[src/rtl/pipe_pkg.sv]
// pipe_pkg: shared constants and pointer helper for the pipeline-stage FIFO.
package pipe_pkg;
   localparam int   BUNDLE_W   = 41;
   localparam logic RST_ACTIVE = 1'b0;
   function automatic int next_ptr(input int ptr, input int depth);
      return (ptr == depth - 1) ? 0 : ptr + 1;
   endfunction
endpackage

[src/rtl/pipe_fifo_ptr.sv]
// pipe_fifo_ptr: modulo-DEPTH pointer register with sync reset, flush and advance.
module pipe_fifo_ptr
   import pipe_pkg::*;
#(
   parameter int DEPTH = 4,
   parameter int PW    = 2
) (
   input  logic          clk,
   input  logic          rst,
   input  logic          flush,
   input  logic          adv,
   output logic [PW-1:0] ptr
);
   logic [PW-1:0] ptr_q, ptr_d;
   always_comb ptr_d = (rst == RST_ACTIVE || flush) ? '0 :
                       adv ? PW'(next_ptr(int'(ptr_q), DEPTH)) : ptr_q;
   always_ff @(posedge clk) ptr_q <= ptr_d;
   assign ptr = ptr_q;
endmodule

[src/rtl/pipe_fifo.sv]
// pipe_fifo: first-word-fall-through FIFO between pipeline stages; empty slot reads as zero.
module pipe_fifo
   import pipe_pkg::*;
#(
   parameter int WIDTH    = BUNDLE_W,
   parameter int DEPTH    = 4,
   parameter int AF_LEVEL = DEPTH - 1,
   localparam int PW      = (DEPTH > 1) ? $clog2(DEPTH) : 1,
   localparam int CW      = $clog2(DEPTH + 1)
) (
   input  logic             clk,
   input  logic             rst,
   input  logic             flush,
   input  logic             in_valid,
   input  logic [WIDTH-1:0] in_data,
   output logic             in_ready,
   output logic             out_valid,
   output logic [WIDTH-1:0] out_data,
   input  logic             out_ready,
   output logic [CW-1:0]    count,
   output logic             almost_full
);
   logic [WIDTH-1:0] mem_q [DEPTH];
   logic [CW-1:0]    count_q, count_d;
   logic [PW-1:0]    wr_ptr, rd_ptr;
   logic             push, pop;

   assign in_ready    = count_q != CW'(DEPTH);
   assign out_valid   = count_q != '0;
   assign out_data    = out_valid ? mem_q[rd_ptr] : '0;
   assign count       = count_q;
   assign almost_full = count_q >= CW'(AF_LEVEL);
   assign push        = in_valid & in_ready;
   assign pop         = out_valid & out_ready;

   pipe_fifo_ptr #(.DEPTH(DEPTH), .PW(PW)) u_wr (
      .clk(clk), .rst(rst), .flush(flush), .adv(push), .ptr(wr_ptr));
   pipe_fifo_ptr #(.DEPTH(DEPTH), .PW(PW)) u_rd (
      .clk(clk), .rst(rst), .flush(flush), .adv(pop), .ptr(rd_ptr));

   always_comb count_d = flush ? '0 :
                         (push && !pop) ? count_q + CW'(1) :
                         (pop && !push) ? count_q - CW'(1) : count_q;

   // Storage is only cleared by reset; after a flush stale data is hidden by the zero mux.
   always_ff @(posedge clk) begin
      if (rst == RST_ACTIVE) begin
         count_q <= '0;
         mem_q   <= '{default: '0};
      end else begin
         count_q <= count_d;
         if (push && !flush) mem_q[wr_ptr] <= in_data;
      end
   end
endmodule

[config.mk]
export PLATFORM = sky130hd
export DESIGN_NAME = pipe_fifo
export DESIGN_NICKNAME = d
export VERILOG_FILES = /design/src/rtl/pipe_pkg.sv /design/src/rtl/pipe_fifo_ptr.sv /design/src/rtl/pipe_fifo.sv
export SDC_FILE = /design/constraint.sdc
export NUM_CORES = 1
export LEC_CHECK = 0
export BUFFER_PORTS_ARGS = -buffer_cell sky130_fd_sc_hd__buf_2
export CAP_MARGIN = 20
export CORE_ASPECT_RATIO = 1.75
export CORE_MARGIN = 4
export CORE_UTILIZATION = 52
export DETAILED_ROUTE_END_ITERATION = 12
export GPL_TIMING_DRIVEN = 0
export PLACE_DENSITY = 0.73
export SLEW_MARGIN = 20
export SYNTH_ARGS = -nofsm -noshare
export SYNTH_HDL_FRONTEND = slang
export SYNTH_SLANG_ARGS = --single-unit
[constraint.sdc]
create_clock -name clk -period 4 [get_ports clk]
set_input_delay 0.4 -clock clk [delete_from_list [all_inputs] [get_ports clk]]
set_output_delay 0.4 -clock clk [all_outputs]
set_load 0.01 [all_outputs]
# After elaboration in Yosys (flattened, before gate mapping)
# Index checks and enable logic that the tools add are counted.
[word_totals]
register_bits = 171
latch_bits = 0
mem_bits_rw = 0
rom_bits = 0
in_bits = 46
elab_cells = 45
n_memories = 0
[op_classes]
n_addsub = 4
n_mul = 0
n_div = 0
order_cmp = 4
eq_ne = 3
n_shift = 0
n_mux = 11
bitwise = 5
n_reduce_logical = 11
[ops]
columns = ["operator", "n"]
rows = [
  ["$bwmux W164", 1],
  ["$mux W41", 4],
  ["$bmux W41 S2", 1],
  ["$demux W41 S2", 1],
  ["$ge A3 B3 Y1 const B", 2],
  ["$mux W3", 2],
  ["$not A2 Y3", 2],
  ["$add A2 B1 Y2 const B", 2],
  ["$eq A2 B1 Y1 const B", 2],
  ["$logic_and A1 B1 Y1", 4],
  ["$mux W2", 2],
  ["$add A3 B1 Y3 const B", 1],
  ["$ge A3 B2 Y1 const B", 1],
  ["$logic_not A1 Y1", 3],
  ["$lt A3 B1 Y1 const B", 1],
  ["$ne A3 B3 Y1 const B", 1],
  ["$reduce_bool A3 Y1", 1],
  ["$sub A3 B1 Y3 const B", 1],
  ["$and A1 B1 Y1", 2],
  ["$reduce_bool A2 Y1", 1],
  ["$reduce_or A2 Y1", 1],
  ["$logic_or A1 B1 Y1", 1],
  ["$not A1 Y1", 1],
]

# Longest topological paths before layout
# Gate-level depths: netlist of the first run.
[logic_depth]
word_depth = 6
mapped_depth = 9
mapped_depth_nobuf = 9

# By module
# Synthesis of the first run repeated with hierarchy kept, for this count alone.
[hier_totals]
hier_cells = 718
area_unflattened_um2 = 7624.8
[by_module_without_submodules]
columns = ["mod", "n_inst", "cells_per_inst", "area_each_um2", "seq_area_each_um2"]
rows = [
  ["pipe_fifo", 1, 700, 7432.1, 3343.2],
  ["pipe_fifo_ptr", 2, 9, 96.3, 40.0],
]

# Worst setup path after synthesis of the first run
# No wires, ideal clock.
[synth_path]
path_type = "reg2reg"
from = "register count_q[0], in the netlist count[0]"
to = "register count_q[2], in the netlist count[2]"
setup_time_ps = 70
arrival_ps = 2203
t_required_ps = 3930
setup_slack_ps = 1727
stages_incl_launch_ff = 8
synth_period_minus_slack_ps = 2273
cell_sequence = "dfxtp_1 -> o31ai_1 -> ha_1 -> inv_1 -> fa_1 -> xor2_1 -> or3_2 -> a21oi_1"
[synth_via]
elab_chain_len = 5
word_cells_on_any_way = 13
[synth_rtl]
columns = ["item", "line", "source"]
rows = [
  ["from (decl)", "pipe_fifo.sv:24", "logic [CW-1:0] count_q, count_d;"],
  ["from (signal assigned)", "pipe_fifo.sv:51", "count_q <= count_d;"],
  ["branches (longest 5 deep; another with $sub A3 B1 Y3)", "-", ""],
]
# Several ways; the timed one is not identified. The select of a mux whose other input is x is not followed.
# A chain may end at the register's enable or synchronous reset.

# Worst setup path in the final report of the first run
[layout_path]
from = "register count_q[0], in the netlist count[0]"
to = "output out_data[25]"
[layout_via]
elab_chain_len = 2
[layout_rtl]
columns = ["item", "line", "source"]
rows = [
  ["$reduce_bool A3 Y1", "pipe_fifo.sv:29", "assign out_valid = count_q != '0;"],
  ["$mux W41", "pipe_fifo.sv:30", "assign out_data = out_valid ? mem_q[rd_ptr] : '0;"],
  ["to (decl)", "pipe_fifo.sv:18", "output logic [WIDTH-1:0] out_data,"],
]
# No other way between the ends.

==> results of run 1 <==
cell families after synthesis:
group | count (synthesis)
muxes | 206
AOI/OAI and AO/OA | 8
and+or+nand+nor | 267
DFF | 171
buffers and inverters | 60
xor gates and xnor gates | 2
adders and majority gates | 7
per-layer routing:
metal / vias to the layer above / GRT usage (%) / wire length [um]
li1: 2664 / - / -
met1: 2839 / 26.0 / 7440
met2: 170 / 43.7 / 10600
met3: 43 / 4.36 / 882
met4: 0 / 9.97 / 420
met5: - / 0 / 0
cells in the mapped netlist (all sizes together) (3+ instances only):
cell type    n
dfxtp      171
o31ai        3
inv          5
clkbuf      30
nor2         3
nor2b       42
nand2      209
mux2i      165
mux4        41
ha           6
nor3         3
buf         25
layout make-up:
class,instances,area [sq um],area share (%)
repair buffers,91,455,5.09
inverters,5,18.8,0.210
clock buffers,19,433,4.84
clock inverters,13,118,1.31
multi-input cells,490,3910,43.6
plain buffers,55,370,4.14
flip-flops and latches,171,3420,38.2
well taps,180,225,2.52
power breakdown:
group	switching, mW	internal, mW	total (mW)
Sequential	0.0254	1.74	1.77
Clock	0.690	0.860	1.55
Combinational	0.232	0.144	0.376
path summary, 6_finish.rpt:
path | from | cells after the start | slack, ns | to
worst max-delay path | count[0] | 4 | 1.02 | out_data[25]
worst min-delay path | in_data[8] | 3 | 0.31 | mem_q[131]
worst max register to register | count[0] | 7 | 1.42 | count[2]
worst min register to register | mem_q[91] | 2 | 0.45 | mem_q[91]
critical path, delay by kind of cell (launching register included):
family / cells / cell delay [ns]
buf+inv: 2 / 0.73
simple gates: 2 / 1.01
flops: 1 / 0.41
through the flow:
step	area, sq um	utilization, %	cells
floorplan	7720	-	721
global placement	8400	58.2	992
detailed placement	8400	58.2	992
CTS	8950	62.0	1024
global route	8950	62.0	1024
finish	8950	62.0	1024
registers in the layout (all words and copies together) (netlist names):
signal,flops
count,3
mem_q,164
u_wr.ptr,2
u_rd.ptr,2
==> flow_summary.yaml, run 1 <==
run_status:
  status: "finished clean"
synth:
  synth.mux.area_fraction_pct: 33.4
  synth_xor_area_share_pct: 0.227
  synth_compound_gate_area_share_pct: 0.665
  ys_seq_area_share_pct: 44.4
  yosys.area_share.simple_pct: 15.1
  ys.flop_type: "dfxtp_1"
  synth_area_sq_um: 7720
  postSynthAreaPerCell_sq_um: 10.7
  synth_seq_cells: 171
  synth_top_family_by_area: "multiplexers"
  synth-edff-count: 0
  synth_top_cell_by_area: "dfxtp_1"
  syn_nets: 774
  synth_top_area_share_pct: 44.4
  syn_inst: 721
  synthAdderAreaFrac_pct: 1.23
  yosys-top-cells-area: "dfxtp_1 44%, mux2i_1 21%, mux4_2 12%"
  yosysWarnings: 0
  synthDistinctLibCells: 29
  async_flop_share_pct: 0
cts:
  cts_tree: "built"
  cts-buffers-inserted: 17
  numClockSinks: 171
  path_clk_slew_ns: 0.07
  hold_buffers: 0
  post_cts_buffers: 0
  htree_levels: 4
  clock-root-buffer: "clkbuf_16"
  clock_path_buffers: 2
  clock_latency_ns: 0.42
  cts_resized: 0
layout:
  final_common_cell: "nand2_1"
  drive_gt1_share_pct: 23.0
  final_cell_mix: "209 x nand2_1, 171 x dfxtp_1, 165 x mux2i_1, 106 x buf_2, 42 x nor2b_1"
  diodes: 0
  fillerInstances: 1206
  fin_nets: 884
  areaGrowthSynthToFinish_pct: 16.0
route:
  wl_per_cell_um: 18.9
  vias: 5716
  drt_iter0_markers: 241
  firstDrtPassIters: 7
  drt.antenna.violating_nets: 0
  drc: 0
  via_per_inst: 5.58
  drt-total-wl_mm: 19.4
power_and_ir_drop:
  vdd_drop_max_uv: 335
  power.total_mw: 3.69
  power_density_nw_per_um2: 413
  p_leak_nw: 3.30
sta:
  skew_ns: 0.00785
  worst_pin_slew_ns: 0.982
  min_period_over_period_pct: 74.4
  fmax_ghz: 0.336
  finalSetupViolations: 0
  worst_slack_ns: 1.02
  grt_setup_unrepaired: "no"
  max-slew-margin-rel_pct: 34.0
  fin_tns_setup_ns: 0
  hold_slack_ns: 0.308
  hold_viol_final: 0
  drv_slew: 0
  fin_crit_ns: 2.98
critical_path:
  startpoint_type: "flip-flop"
  worstPathRequired_ns: 3.60
  max_stage_delay_ns: 0.83
  slowest_stage: "nor3_1"
  path_cells: "nor3_1 -> clkbuf_1 -> nor2b_1 -> buf_2"
  critical_path_arrival_ns: 2.58
  worstSetupPathType: "flip-flop to output port"
  worstPathMaxFanout: 10
  worstSetupEndpointType: "output port"
worst_hold_path:
  hp-class: "primary input to flip-flop"
grt:
  overflow: 0
  grt_pass1_vias: 6425
  grt_pass1_wl_mm: 31.4
  grt_use_total_pct: 23.6
  antenna_found_initial: 0
  grt_start_max_net_pins: 17
floorplanning:
  core_sq_um: 14400
  die_w_um: 100
  num_rows: 58
  io_pins: 93
  initial_core_util_pct: 53.4
  die_area_sq_um: 16900
  die_y_um: 169
placement:
  place_ws_ns: 1.39
  hpwlAfterDp_mm: 13.6
  gp_congestion: 0.787
  port_buffers: 91
run:
  drv_cap: 0
Note: power is estimated with default switching activity, not from simulation.
==> run 2, diff against run 1 <==
Settings changed: ABC_AREA set to 1, PLACE_DENSITY 0.73 to 0.75.
Clock period 4 ns to 2.5 ns, I/O delays scaled along.
==> flow_summary.yaml, run 2 <==
sta:
  worst_pin_slew_ns: 0.589
  fmax_ghz: 0.426
  skew_ns: 0.00722
  max-slew-margin-rel_pct: 60.7
  finalSetupViolations: 0
  hold_viol_final: 0
  fin_crit_ns: 2.35
  grt_setup_unrepaired: "no"
  drv_slew: 0
  worst_slack_ns: 0.151
  fin_tns_setup_ns: 0
  min_period_over_period_pct: 94.0
  hold_slack_ns: 0.108
critical_path:
  worstSetupPathType: "flip-flop to output port"
  path_cells: "buf_2 -> clkbuf_1 -> o21ai_0 -> a21oi_1 -> buf_2"
  slowest_stage: "dfxtp_1"
  worstPathRequired_ns: 2.25
  startpoint_type: "flip-flop"
  worstPathMaxFanout: 10
  worstSetupEndpointType: "output port"
  timing.critical_path.mode_cell: "buf_2"
  critical_path_arrival_ns: 2.10
  crit_start: "u_rd.ptr[0]"
  max_stage_delay_ns: 0.41
  worstReg2RegStart: "count[0]"
route:
  firstDrtPassIters: 7
  drt_iter0_markers: 396
  drt.antenna.violating_nets: 0
  drt-total-wl_mm: 23.6
  drc: 0
  vias: 8233
  wl_per_cell_um: 14.4
  via_per_inst: 5.01
synth:
  synth_most_common_cell: "nand2_1"
  ys.flop_type: "dfxtp_1"
  synthDistinctLibCells: 20
  synth_commonest_cells: "340 x nand2_1, 331 x nor2_1, 173 x inv_1"
  async_flop_share_pct: 0
  yosys-top-cells-area: "dfxtp_1 41%, nand2_1 15%, nor2_1 15%"
  synth_seq_cells: 171
  synth-edff-count: 0
  synth_area_sq_um: 8390
  ys_seq_area_share_pct: 40.8
  postSynthAreaPerCell_sq_um: 6.30
  yosysWarnings: 0
  syn_inst: 1330
  synth_top_area_share_pct: 40.8
  synth_top_cell_by_area: "dfxtp_1"
  syn_nets: 1383
layout:
  multi_input_area_sq_um: 3810
  final_common_cell: "nand2_1"
  regMostFlops: "mem_q"
  largest_reg_flops: 164
  fin_nets: 1493
  regArea_sq_um: 3420
  drive_gt1_share_pct: 12.2
  diodes: 0
  areaGrowthSynthToFinish_pct: 15.3
  final_cell_mix: "340 x nand2_1, 331 x nor2_1, 173 x inv_1, 171 x dfxtp_1, 129 x a21oi_1"
  fillerInstances: 1563
worst_hold_path:
  hp-class: "primary input to flip-flop"
  worstHoldStart: "in_data[26]"
grt:
  overflow: 0
  grt_start_max_net_pins: 17
  grt_pass1_vias: 7859
  grt_pass1_wl_mm: 38.3
  grt_use_total_pct: 25.9
  antenna_found_initial: 0
power_and_ir_drop:
  power_density_nw_per_um2: 656
  vdd_drop_max_uv: 448
  p_leak_nw: 5.06
floorplanning:
  die_w_um: 104
  io_pins: 93
  core_sq_um: 15900
  initial_core_util_pct: 52.8
  die_y_um: 176
  num_rows: 61
  die_area_sq_um: 18300
cts:
  cts_resized: 0
  clock_latency_ns: 0.43
  clock-root-buffer: "clkbuf_16"
  post_cts_buffers: 0
  numClockSinks: 171
  cts-buffers-inserted: 17
  htree_levels: 4
  clock_path_buffers: 2
  cts_tree: "built"
  hold_buffers: 0
  path_clk_slew_ns: 0.07
placement:
  hpwlAfterDp_mm: 16.2
  port_buffers: 91
  place_ws_ns: 0.445
  gp_congestion: 0.878
run_status:
  status: "finished clean"
run:
  drv_cap: 0
run 2: cell count changes in the layout (fill, tap and decap cells not counted), moves of 42 or more:
cell     previous run  this run
a21oi_1             2       129
nor2b_1            42         0
o21ai_0             2        86
nor2_1              3       331
nand2_1           209       340
mux2i_1           165         0
inv_1               4       173
run 2: final cells by class:
cell class	instances	share of cell area [%]
clock buffers	19	4.68
inverters	176	6.83
flip-flops and latches	171	35.4
clock inverters	13	1.38
well taps	189	2.45
repair buffers	91	4.71
plain buffers	82	5.16
multi-input cells	901	39.4
run 2: metrics by stage:
| stage | area, sq um | total power [mW] | cells | utilization (%) |
|---|---|---|---|---|
| floorplan | 8390 | 3.45 | 1330 | - |
| global placement | 9080 | 3.76 | 1610 | 57.2 |
| detailed placement | 9080 | 3.77 | 1610 | 57.2 |
| CTS | 9660 | 6.37 | 1642 | 60.9 |
| global route | 9670 | 6.60 | 1642 | 60.9 |
| finish | 9670 | 6.34 | 1642 | 60.9 |
run 2: logic make-up after synthesis:
logic type	share of synthesized area, %
adder cells (fa/ha/maj)	1.13
flip-flops	40.8
AND/OR/NAND/NOR	31.3
AO/OA/AOI/OAI	12.8
XOR/XNOR	0.104
buffers and inverters	13.8
run 2: power by group:
part           switching [mW]  internal (mW)
combinational           0.579          0.273
sequential             0.0441           2.82
clock                    1.18           1.45
run 2: routing by layer:
metal	global-route usage, %	wire length (um)
met1	29.1	9310
met2	47.6	12300
met3	4.83	1290
met4	11.4	717
met5	0	0
run 2: path summary, 6_finish.rpt:
kind | end | slack, ns | cells after the start
worst max register to register | count[2] | 0.42 | 12
worst min register to register | mem_q[138] | 0.51 | 4
worst min-delay path | mem_q[67] | 0.11 | 3
worst max-delay path | out_data[19] | 0.15 | 5
run 2: critical path, delay by kind of cell, from the launching register on:
kind / cells / cell delay, ns
DFF: 1 / 0.41
buffers and inverters: 3 / 0.84
AOI/OAI and AO/OA: 2 / 0.42
==> run 3, diff against run 2 <==
Settings changed: CELL_PAD_IN_SITES_DETAIL_PLACEMENT set to 0, CELL_PAD_IN_SITES_GLOBAL_PLACEMENT set to 1, CORE_UTILIZATION 52 to 37, PLACE_DENSITY 0.75 to unset, PLACE_DENSITY_LB_ADDON set to 0.12.
==> flow_summary.yaml, run 3 (synthesized netlist as in run 2, its figures left out) <==
floorplanning:
  io_pins: 93
  die_w_um: 122
  num_rows: 72
  die_y_um: 207
  initial_core_util_pct: 37.7
  die_area_sq_um: 25200
  core_sq_um: 22300
cts:
  post_cts_buffers: 0
  clock_latency_ns: 0.43
  clock-root-buffer: "clkbuf_16"
  clock_path_buffers: 2
  htree_levels: 4
  path_clk_slew_ns: 0.07
  numClockSinks: 171
  cts_tree: "built"
  cts-buffers-inserted: 17
power_and_ir_drop:
  internal_power_mw: 4.66
  p_seq_share_pct: 44.6
  p_sw_mw: 1.75
  vdd_drop_max_uv: 435
  combPwrFrac_pct: 13.7
  power_density_nw_per_um2: 655
  power.total_mw: 6.42
  clkPwrFrac_pct: 41.7
  p_leak_nw: 5.07
  swShare_pct: 27.3
layout:
  final_common_cell: "nand2_1"
  areaGrowthSynthToFinish_pct: 16.9
  largest_reg_flops: 164
  multi_input_area_sq_um: 3810
  final_cell_mix: "340 x nand2_1, 331 x nor2_1, 173 x inv_1, 171 x dfxtp_1, 129 x a21oi_1"
  fin_nets: 1493
  fillerInstances: 2468
  drive_gt1_share_pct: 12.2
  diodes: 0
  regMostFlops: "mem_q"
  regArea_sq_um: 3420
sta:
  grt_setup_unrepaired: "no"
  fin_tns_setup_ns: 0
  skew_ns: 0.00560
  finalSetupViolations: 0
  min_period_over_period_pct: 94.0
  drv_slew: 0
  max-slew-margin-rel_pct: 55.0
  fin_crit_ns: 2.35
  fmax_ghz: 0.426
  worst_pin_slew_ns: 0.675
  hold_viol_final: 0
grt:
  grt_start_max_net_pins: 17
  grt_pass1_wl_mm: 41.4
  grt_use_total_pct: 21.2
  antenna_found_initial: 0
  grt_pass1_vias: 7570
  overflow: 0
critical_path:
  worstPathRequired_ns: 2.25
  startpoint_type: "flip-flop"
  worstSetupEndpointType: "output port"
  critical_path_arrival_ns: 2.10
  worstPathMaxFanout: 10
  worstSetupPathType: "flip-flop to output port"
route:
  drc: 0
  drt-total-wl_mm: 26.3
  firstDrtPassIters: 5
  vias: 7983
  drt_iter0_markers: 529
  via_per_inst: 4.56
  drt.antenna.violating_nets: 0
  wl_per_cell_um: 15.0
placement:
  hpwlAfterDp_mm: 18.1
  gp_congestion: 0.769
  port_buffers: 91
worst_hold_path:
  hp-class: "primary input to flip-flop"
run:
  drv_cap: 0
run_status:
  status: "finished clean"
[run 3: worst paths after layout]
path	startpoint	to	slack [ns]	cells past startpoint
min	in_data[17]	mem_q[140]	0.09	3
max	u_rd.ptr[1]	out_data[12]	0.15	7
min reg2reg	mem_q[33]	mem_q[33]	0.51	4
max reg2reg	count[0]	count[2]	0.43	11
[run 3: area by class of cell]
type	instances	share of cell area, %
multi-input cells	901	38.8
flip-flops and latches	171	34.9
inverters	176	6.74
plain buffers	82	5.13
clock buffers	24	5.02
repair buffers	91	4.65
well taps	296	3.78
clock inverters	8	0.919
[run 3: critical path, cell delays in order, from the launching register on]
cell and delay, ns:
dfxtp_1 0.33, buf_2 0.21, clkinv_1 0.19, clkbuf_2 0.26, a21oi_1 0.22, o21ai_0 0.12, a21oi_1 0.16, buf_2 0.15
[run 3: stage by stage]
step	utilization, %	instance area (sq um)	std cells	hold WS, ns	setup slack [ns]
after CTS	44.0	9790	1749	0.0681	0.0179
final	44.0	9800	1749	0.0949	0.150
after floorplan	-	8390	1330	0.385	0.601
after global routing	44.0	9800	1749	0.0918	0.00354
after global placement	41.4	9210	1717	0.494	0.422
after detailed placement	41.4	9210	1717	0.495	0.403
[run 3: power by group through the flow]
| stage | Combinational, mW | Sequential, mW | Clock (mW) |
|---|---|---|---|
| floorplan | 0.535 | 2.92 | 0 |
| global placement | 0.881 | 2.92 | 0 |
| detailed placement | 0.886 | 2.92 | 0 |
| CTS | 0.891 | 2.86 | 2.75 |
| global route | 0.993 | 2.87 | 2.83 |
| finish | 0.878 | 2.86 | 2.68 |
[run 3: per-layer routing]
layer | track usage (%) | wire length, um
met1 | 24.6 | 11200
met2 | 38.4 | 13600
met3 | 4.42 | 1130
met4 | 6.54 | 391
met5 | 0 | 0
[run 3: what timing repair did]
item	4_1_cts	5_1_grt
hold buffers	0	0
endpoints found under the setup margin	1	30
resized for setup	1	11
